## config.mk

```make
export PLATFORM = sky130hd
export DESIGN_NAME = ram_arbiter
export DESIGN_NICKNAME = d
export VERILOG_FILES = /design/src/rtl/cpu_pkg.sv /design/src/rtl/ram_arbiter_rr_pick2.sv /design/src/rtl/ram_arbiter.sv
export SDC_FILE = /design/constraint.sdc
export NUM_CORES = 1
export LEC_CHECK = 0
export ABC_AREA = 1
export CORE_UTILIZATION = 47
export DETAILED_ROUTE_END_ITERATION = 6
export GPL_ROUTABILITY_DRIVEN = 0
export GPL_TIMING_DRIVEN = 0
export PLACE_DENSITY = 0.86
export REMOVE_ABC_BUFFERS = 1
export SYNTH_ARGS = -nofsm -noshare
export SYNTH_HDL_FRONTEND = slang
export SYNTH_SLANG_ARGS = --single-unit
```

## constraint.sdc

```tcl
create_clock -name clk -period 2.2 [get_ports clk]
set_input_delay 0.33 -clock clk [delete_from_list [all_inputs] [get_ports clk]]
set_output_delay 0.33 -clock clk [all_outputs]
set_load 0.02 [all_outputs]
```

## src/rtl/cpu_pkg.sv

```systemverilog
// Shared definitions for the CPU-side memory subsystem: arbiter state
// encoding, RAM port owner ids and default RAM geometry.
package cpu_pkg;

  localparam int unsigned DEF_ADDR_W = 16;
  localparam int unsigned DEF_DATA_W = 16;

  typedef enum logic [1:0] {
    IDLE,
    ISSUE,
    RESP
  } arb_state_t;

  localparam logic [1:0] OWN_NONE = 2'd0;
  localparam logic [1:0] OWN_CPU  = 2'd1;
  localparam logic [1:0] OWN_DMA  = 2'd2;

endpackage

```

## src/rtl/ram_arbiter_rr_pick2.sv

```systemverilog
// Two-way round-robin pick. req[0] is the CPU, req[1] is the DMA port.
// last_grant = 1 means the DMA port was served last. mask_dma removes the
// DMA request from consideration while the CPU holds a lock.
module rr_pick2 (
  input  logic [1:0] req,
  input  logic       last_grant,
  input  logic       mask_dma,
  output logic [1:0] gnt,
  output logic       any
);

  logic [1:0] eff;

  // Single eligible requester wins; on a tie the port not served last wins.
  always_comb begin
    eff = {req[1] & ~mask_dma, req[0]};
    gnt = '0;
    if (eff == 2'b11) begin
      gnt = last_grant ? 2'b01 : 2'b10;
    end else begin
      gnt = eff;
    end
    any = |eff;
  end

endmodule

```

## src/rtl/ram_arbiter.sv

```systemverilog
// Arbiter sharing the single-port data RAM between the CPU data/stack port
// and the DMA port. Each access runs IDLE -> ISSUE -> RESP; the CPU may hold
// a lock across accesses for atomic read-modify-write sequences.
module ram_arbiter
  import cpu_pkg::*;
#(
  parameter int unsigned ADDR_W = DEF_ADDR_W,
  parameter int unsigned DATA_W = DEF_DATA_W
) (
  input  logic              clk,
  input  logic              rst_n,
  input  logic              cpu_req,
  input  logic              cpu_we,
  input  logic              cpu_lock,
  input  logic [ADDR_W-1:0] cpu_addr,
  input  logic [DATA_W-1:0] cpu_wdata,
  output logic              cpu_ack,
  output logic [DATA_W-1:0] cpu_rdata,
  input  logic              dma_req,
  input  logic              dma_we,
  input  logic [ADDR_W-1:0] dma_addr,
  input  logic [DATA_W-1:0] dma_wdata,
  output logic              dma_ack,
  output logic [DATA_W-1:0] dma_rdata,
  output logic              ram_en,
  output logic              ram_we,
  output logic [ADDR_W-1:0] ram_addr,
  output logic [DATA_W-1:0] ram_wdata,
  input  logic [DATA_W-1:0] ram_rdata,
  output logic [1:0]        owner
);

  arb_state_t        state;
  logic              we_q;
  logic              lock_q;
  logic              lock_held;
  logic              last_grant;   // 1 = DMA served last
  logic [DATA_W-1:0] cpu_rdata_q;
  logic [DATA_W-1:0] dma_rdata_q;
  logic [1:0]        gnt;
  logic              any;

  rr_pick2 u_pick (
    .req        ({dma_req, cpu_req}),
    .last_grant (last_grant),
    .mask_dma   (lock_held),
    .gnt        (gnt),
    .any        (any)
  );

  // RAM data arrives in the RESP cycle itself, so read data is forwarded
  // straight from the RAM while ack is high and held in a register after.
  always_comb begin
    cpu_rdata = (cpu_ack && !we_q) ? ram_rdata : cpu_rdata_q;
    dma_rdata = (dma_ack && !we_q) ? ram_rdata : dma_rdata_q;
  end

  // Access sequencer: latch the winner, strobe the RAM, then acknowledge.
  always_ff @(posedge clk) begin
    if (!rst_n) begin
      state       <= IDLE;
      owner       <= OWN_NONE;
      ram_en      <= 1'b0;
      ram_we      <= 1'b0;
      ram_addr    <= '0;
      ram_wdata   <= '0;
      cpu_ack     <= 1'b0;
      dma_ack     <= 1'b0;
      cpu_rdata_q <= '0;
      dma_rdata_q <= '0;
      we_q        <= 1'b0;
      lock_q      <= 1'b0;
      lock_held   <= 1'b0;
      last_grant  <= 1'b1;
    end else begin
      case (state)
        IDLE: begin
          if (any) begin
            if (gnt[0]) begin
              owner     <= OWN_CPU;
              we_q      <= cpu_we;
              lock_q    <= cpu_lock;
              ram_we    <= cpu_we;
              ram_addr  <= cpu_addr;
              ram_wdata <= cpu_wdata;
            end else begin
              owner     <= OWN_DMA;
              we_q      <= dma_we;
              lock_q    <= 1'b0;
              ram_we    <= dma_we;
              ram_addr  <= dma_addr;
              ram_wdata <= dma_wdata;
            end
            ram_en <= 1'b1;
            state  <= ISSUE;
          end
        end
        ISSUE: begin
          ram_en  <= 1'b0;
          ram_we  <= 1'b0;
          cpu_ack <= (owner == OWN_CPU);
          dma_ack <= (owner == OWN_DMA);
          state   <= RESP;
        end
        RESP: begin
          cpu_ack <= 1'b0;
          dma_ack <= 1'b0;
          if (owner == OWN_CPU) begin
            lock_held  <= lock_q;
            last_grant <= 1'b0;
            if (!we_q) cpu_rdata_q <= ram_rdata;
          end else begin
            last_grant <= 1'b1;
            if (!we_q) dma_rdata_q <= ram_rdata;
          end
          owner <= OWN_NONE;
          state <= IDLE;
        end
        default: state <= IDLE;
      endcase
    end
  end

endmodule

```

# Word-level counts from Yosys, hierarchy flattened
# Index checks and enable logic that the tools add are counted.
[op_classes]
n_reduce_logical = 14
eq_ne = 6
n_mux = 20
n_bitwise = 4
[op_table]
columns = ["operator", "count"]
rows = [
  ["$mux 16", 4],
  ["$pmux 1 s2", 4],
  ["$pmux 2 s2", 2],
  ["$reduce_and 2->1", 4],
  ["$mux 1", 7],
  ["$eq 2x2->1 const B", 3],
  ["$mux 2", 3],
  ["$reduce_and 3->1", 2],
  ["$reduce_bool 2->1", 3],
  ["$eq 2x1->1 const B", 2],
  ["$not 1->1", 3],
  ["$logic_and 1x1->1", 2],
  ["$logic_not 2->1", 1],
  ["$ne 2x2->1 const B", 1],
  ["$reduce_or 2->1", 1],
  ["$and 1x1->1", 1],
  ["$logic_not 1->1", 1],
]
[totals]
elab_cells = 58
ff_bits = 76

# Logic depth before layout (Yosys ltp)
[depth]
word_depth = 7
mapped_depth = 9
mapped_depth_nobuf = 8

# Hierarchy
# Synthesis repeated with hierarchy kept, for this count alone.
[hier_totals]
cells_unflattened = 627
hier_area_um2 = 3900.0
[by_module_without_submodules]
columns = ["module", "cells_per_inst", "area_each_um2", "n_inst"]
rows = [
  ["ram_arbiter", 618, 3861.2, 1],
  ["rr_pick2", 9, 38.8, 1],
]

# Least setup slack after synthesis
# Ideal clock, no wire load.
[synth_timing]
path_kind = "register to output"
from = "reg we_q"
to = "out cpu_rdata[0]"
stages_incl_launch_ff = 5
path_buffers = 1
required_ns = 1.870
t_arrival_ns = 1.268
slack_ns = 0.602
path_cell_list = "dfxtp_1 inv_2 nand2_1 buf_2 o21ai_0"
[synth_via]
elab_chain_cells = 3
[synth_rtl]
columns = ["item", "line", "rtl"]
rows = [
  ["from (decl)", "ram_arbiter.sv:34", "logic we_q;"],
  ["from (signal assigned)", "ram_arbiter.sv:81", "we_q <= cpu_we;"],
  ["from (signal assigned)", "ram_arbiter.sv:88", "we_q <= dma_we;"],
  ["$logic_not 1->1", "--", ""],
  ["$logic_and 1x1->1", "ram_arbiter.sv:54", "cpu_rdata = (cpu_ack && !we_q) ? ram_rdata : cpu_rdata_q;"],
  ["$mux 16", "ram_arbiter.sv:54", ""],
  ["to (decl)", "ram_arbiter.sv:18", "output logic [DATA_W-1:0] cpu_rdata,"],
]
# No other way between the ends.

==> metrics <==
most common cell in the synthesized netlist=nand2_1; via count of the first global-routing pass=3,918; number of nets in the final layout=773; static power due to leakage=0.00242 uW; Starting Density=49.5%; smallest hold slack=0.463 ns; capturing element type of the critical path=flip-flop; total clock buffers created by CTS=9; router iterations before antenna repair=4; Site Rows=32; Final Hold Violating Endpoints=0; final worst setup slack=0.148 ns; transition at the pin with the smallest max-transition slack=0.894 ns; CTS tree=yes; data required time of the critical path=2.43 ns; number of buffers inserted to repair setup after CTS=0; number of endpoints failing setup at the final stage=0; Vias=4,119; Critical path buffers and inverters=3; I/O pin total=157; startpoint of the most critical setup path=rst_n; hold path startpoint=dma_rdata_q[1]; type of the most critical hold path=flip-flop to flip-flop; die boundary height=93.2 microns; minimum setup slack after placement=-0.903 ns; number of fillers in the final layout=630; non-filler cells in the finished layout=789; die width=93.2 microns; Mean Syn Cell Area=7.10 sq um; global-route wire length before repair=18,300 microns; cell chosen for the clock root=clkbuf_8; Detail Placement HPWL=7350 microns; #FFs+latches synth=76; highest attainable clock frequency=487 MHz; sequential element share of the synthesized area=38.9%; library cells used by synthesis=27; type of element launching the critical path=input pin; multi-input combinational cell area=2010 sq um; Worst Clk Skew=0.00786 ns; setup repair after global routing missed its margin=no; final max-slew violation count=0; clock-pin slew reported for the worst setup and hold paths after clock tree synthesis=0.08 ns; top cell type's share of synthesized area=38.9%; Residual DRC=0; Yosys warning total=0; MaxCap Viol Count=0; DRT Wirelength=11,100 microns; clock latency on the worst-skew pair=0.35 ns; uppermost layer routed=met4; dominant cells by area after synthesis=dfxtp_1 (39%), nand2_1 (14%), a21oi_2 (5.4%); sequence of cells on the critical path=clkdlybuf4s50_1, inv_2, buf_12, nor2_1, o21ai_0; status=complete, no violations; pwr/cell area=668 nW/um^2; mapped cell area=3910 sq um; number of enable-type register cells in the synthesized netlist=0; placed cell count=772; maximum level of the CTS H-tree=3; shortest period the worst path allows=2.05 ns; overall fraction of global-route tracks in use=26.4%; worst path arrival time=2.28 ns; number of diodes=0; Slowest-stage cell, CP=clkdlybuf4s50_1; maximum VDD drop=0.394 mV; Die Footprint=8680 sq um; met2 wire len=5240 microns; Remaining Overflow, GRT=0; combined flip-flop and latch cell area=1520 sq um; port bufs=156; top cells by instance count after synthesis=nand2_1 (148), dfxtp_1 (76), inv_1 (46), nor2_1 (39), o21ai_0 (39); Largest delay share family, worst path=buffers and inverters; proportion of register bits with asynchronous set or reset after synthesis=0%; post-layout utilization of the core=71.0%; length of routed met3 wiring=1050 microns; first-iteration detailed-routing DRC count=129; share of post-route cells with drive strength above 1=10.8%; Critical R2R Launch=state[0]; Final Cycle Share=93.3%; average vias per placed instance=5.22; remaining antenna violation count=0; cell accounting for the most synthesized area=dfxtp_1; delay of the slowest cell on the worst path=1.06 ns; type of the worst setup path=input pin to flip-flop; pin count of the biggest net entering global routing=39; synthesized instance count=550; clock sink count=76; P&R area growth vs syn=43.4%; most instantiated flip-flop cell in the synthesis netlist=dfxtp_1; total design power=3740 uW; Critical Path Fanout Max=38; routed wirelength normalized by instance count=14.0 microns; remaining max-slew budget at the tightest pin=40.2%; routed length on met1=4570 microns; core box area=7890 sq um; antenna violations before repair=0; Clock Path Buffers=2
worst reg2reg max path, delay by kind of cell, from the launching register on:
| kind | cells | cell delay (ns) |
|---|---|---|
| AOI/OAI and AO/OA | 1 | 0.37 |
| adders and majority gates | 1 | 0.31 |
| buffers and inverters | 2 | 0.33 |
| DFF | 1 | 0.32 |
| and+or+nand+nor | 4 | 0.55 |
area by class of cell:
class,instances,share of cell area (%)
repair buffers,157,27.5
well taps,102,2.28
clock inverters,4,0.849
multi-input cells,387,35.8
clock buffers,12,2.77
flip-flops and latches,76,27.2
inverters,51,3.55
through the flow:
| step | TNS (ns) | cell area, sq um |
|---|---|---|
| 2_1_floorplan | 0 | 3670 |
| 3_3_place_gp | -64.90 | 5360 |
| 3_5_place_dp | -42.44 | 5380 |
| 4_1_cts | 0 | 5590 |
| 5_1_grt | 0 | 5600 |
| 6_report | 0 | 5600 |
state kept, by name, indices dropped and copies added (netlist names), 2 cells and up:
register / flops
state: 2
owner: 2
ram_addr: 16
ram_wdata: 16
dma_rdata_q: 16
cpu_rdata_q: 16
final timing paths:
| kind | end | depth (start not counted) | slack [ns] |
|---|---|---|---|
| worst max register to register | ram_addr[9] | 8 | 0.28 |
| worst min-delay path | dma_rdata_q[1] | 2 | 0.46 |
| worst min register to register | dma_rdata_q[1] | 2 | 0.46 |
| worst max-delay path | last_grant | 5 | 0.15 |
placed cells by master (no fill, tap or decap), types with 3 or more instances in the layout:
cell type | netlist | layout
nand2_1 | 148 | 146
clkdlybuf4s50_1 | 0 | 123
dfxtp_1 | 76 | 75
inv_1 | 46 | 45
o21ai_0 | 39 | 39
nor2_1 | 39 | 39
nand3_1 | 36 | 36
a21oi_1 | 35 | 35
dlygate4sd2_1 | 0 | 32
a21oi_2 | 24 | 25
nand4_1 | 18 | 18
o21ai_1 | 14 | 14
nor2_2 | 11 | 11
clkbuf_8 | 0 | 11
nand3b_1 | 6 | 6
inv_2 | 4 | 4
nand2_4 | 3 | 3
nand2_2 | 3 | 3
ha_1 | 4 | 3
report_power, final:
part | leakage (uW) | internal (uW) | switching, uW
registers | 0.000621 | 1480 | 68.4
logic | 0.00169 | 476 | 632
clock network | 0.000102 | 583 | 500
routing by layer:
layer  global-route usage (%)  up-vias
li1                         -     2036
met1                     32.6     1873
met2                     43.0      188
met3                     8.46       22
met4                     9.23        0
met5                        0        -
repair_timing:
item	4_1_cts	5_1_grt
resized for setup	45	1
gates cloned	1	0
hold buffers	0	0
pin swaps	0	0
setup endpoints to repair	70	16
cell families (layout without fill, tap and decap cells):
family	after synthesis	in the layout	share of synthesized area (%)
compound gates	114	115	17.3
simple gates	268	268	31.5
buf+inv	88	224	11.0
fa+ha+maj	4	4	1.28
flops	76	76	38.9
Power figures use the tool's default switching activity.
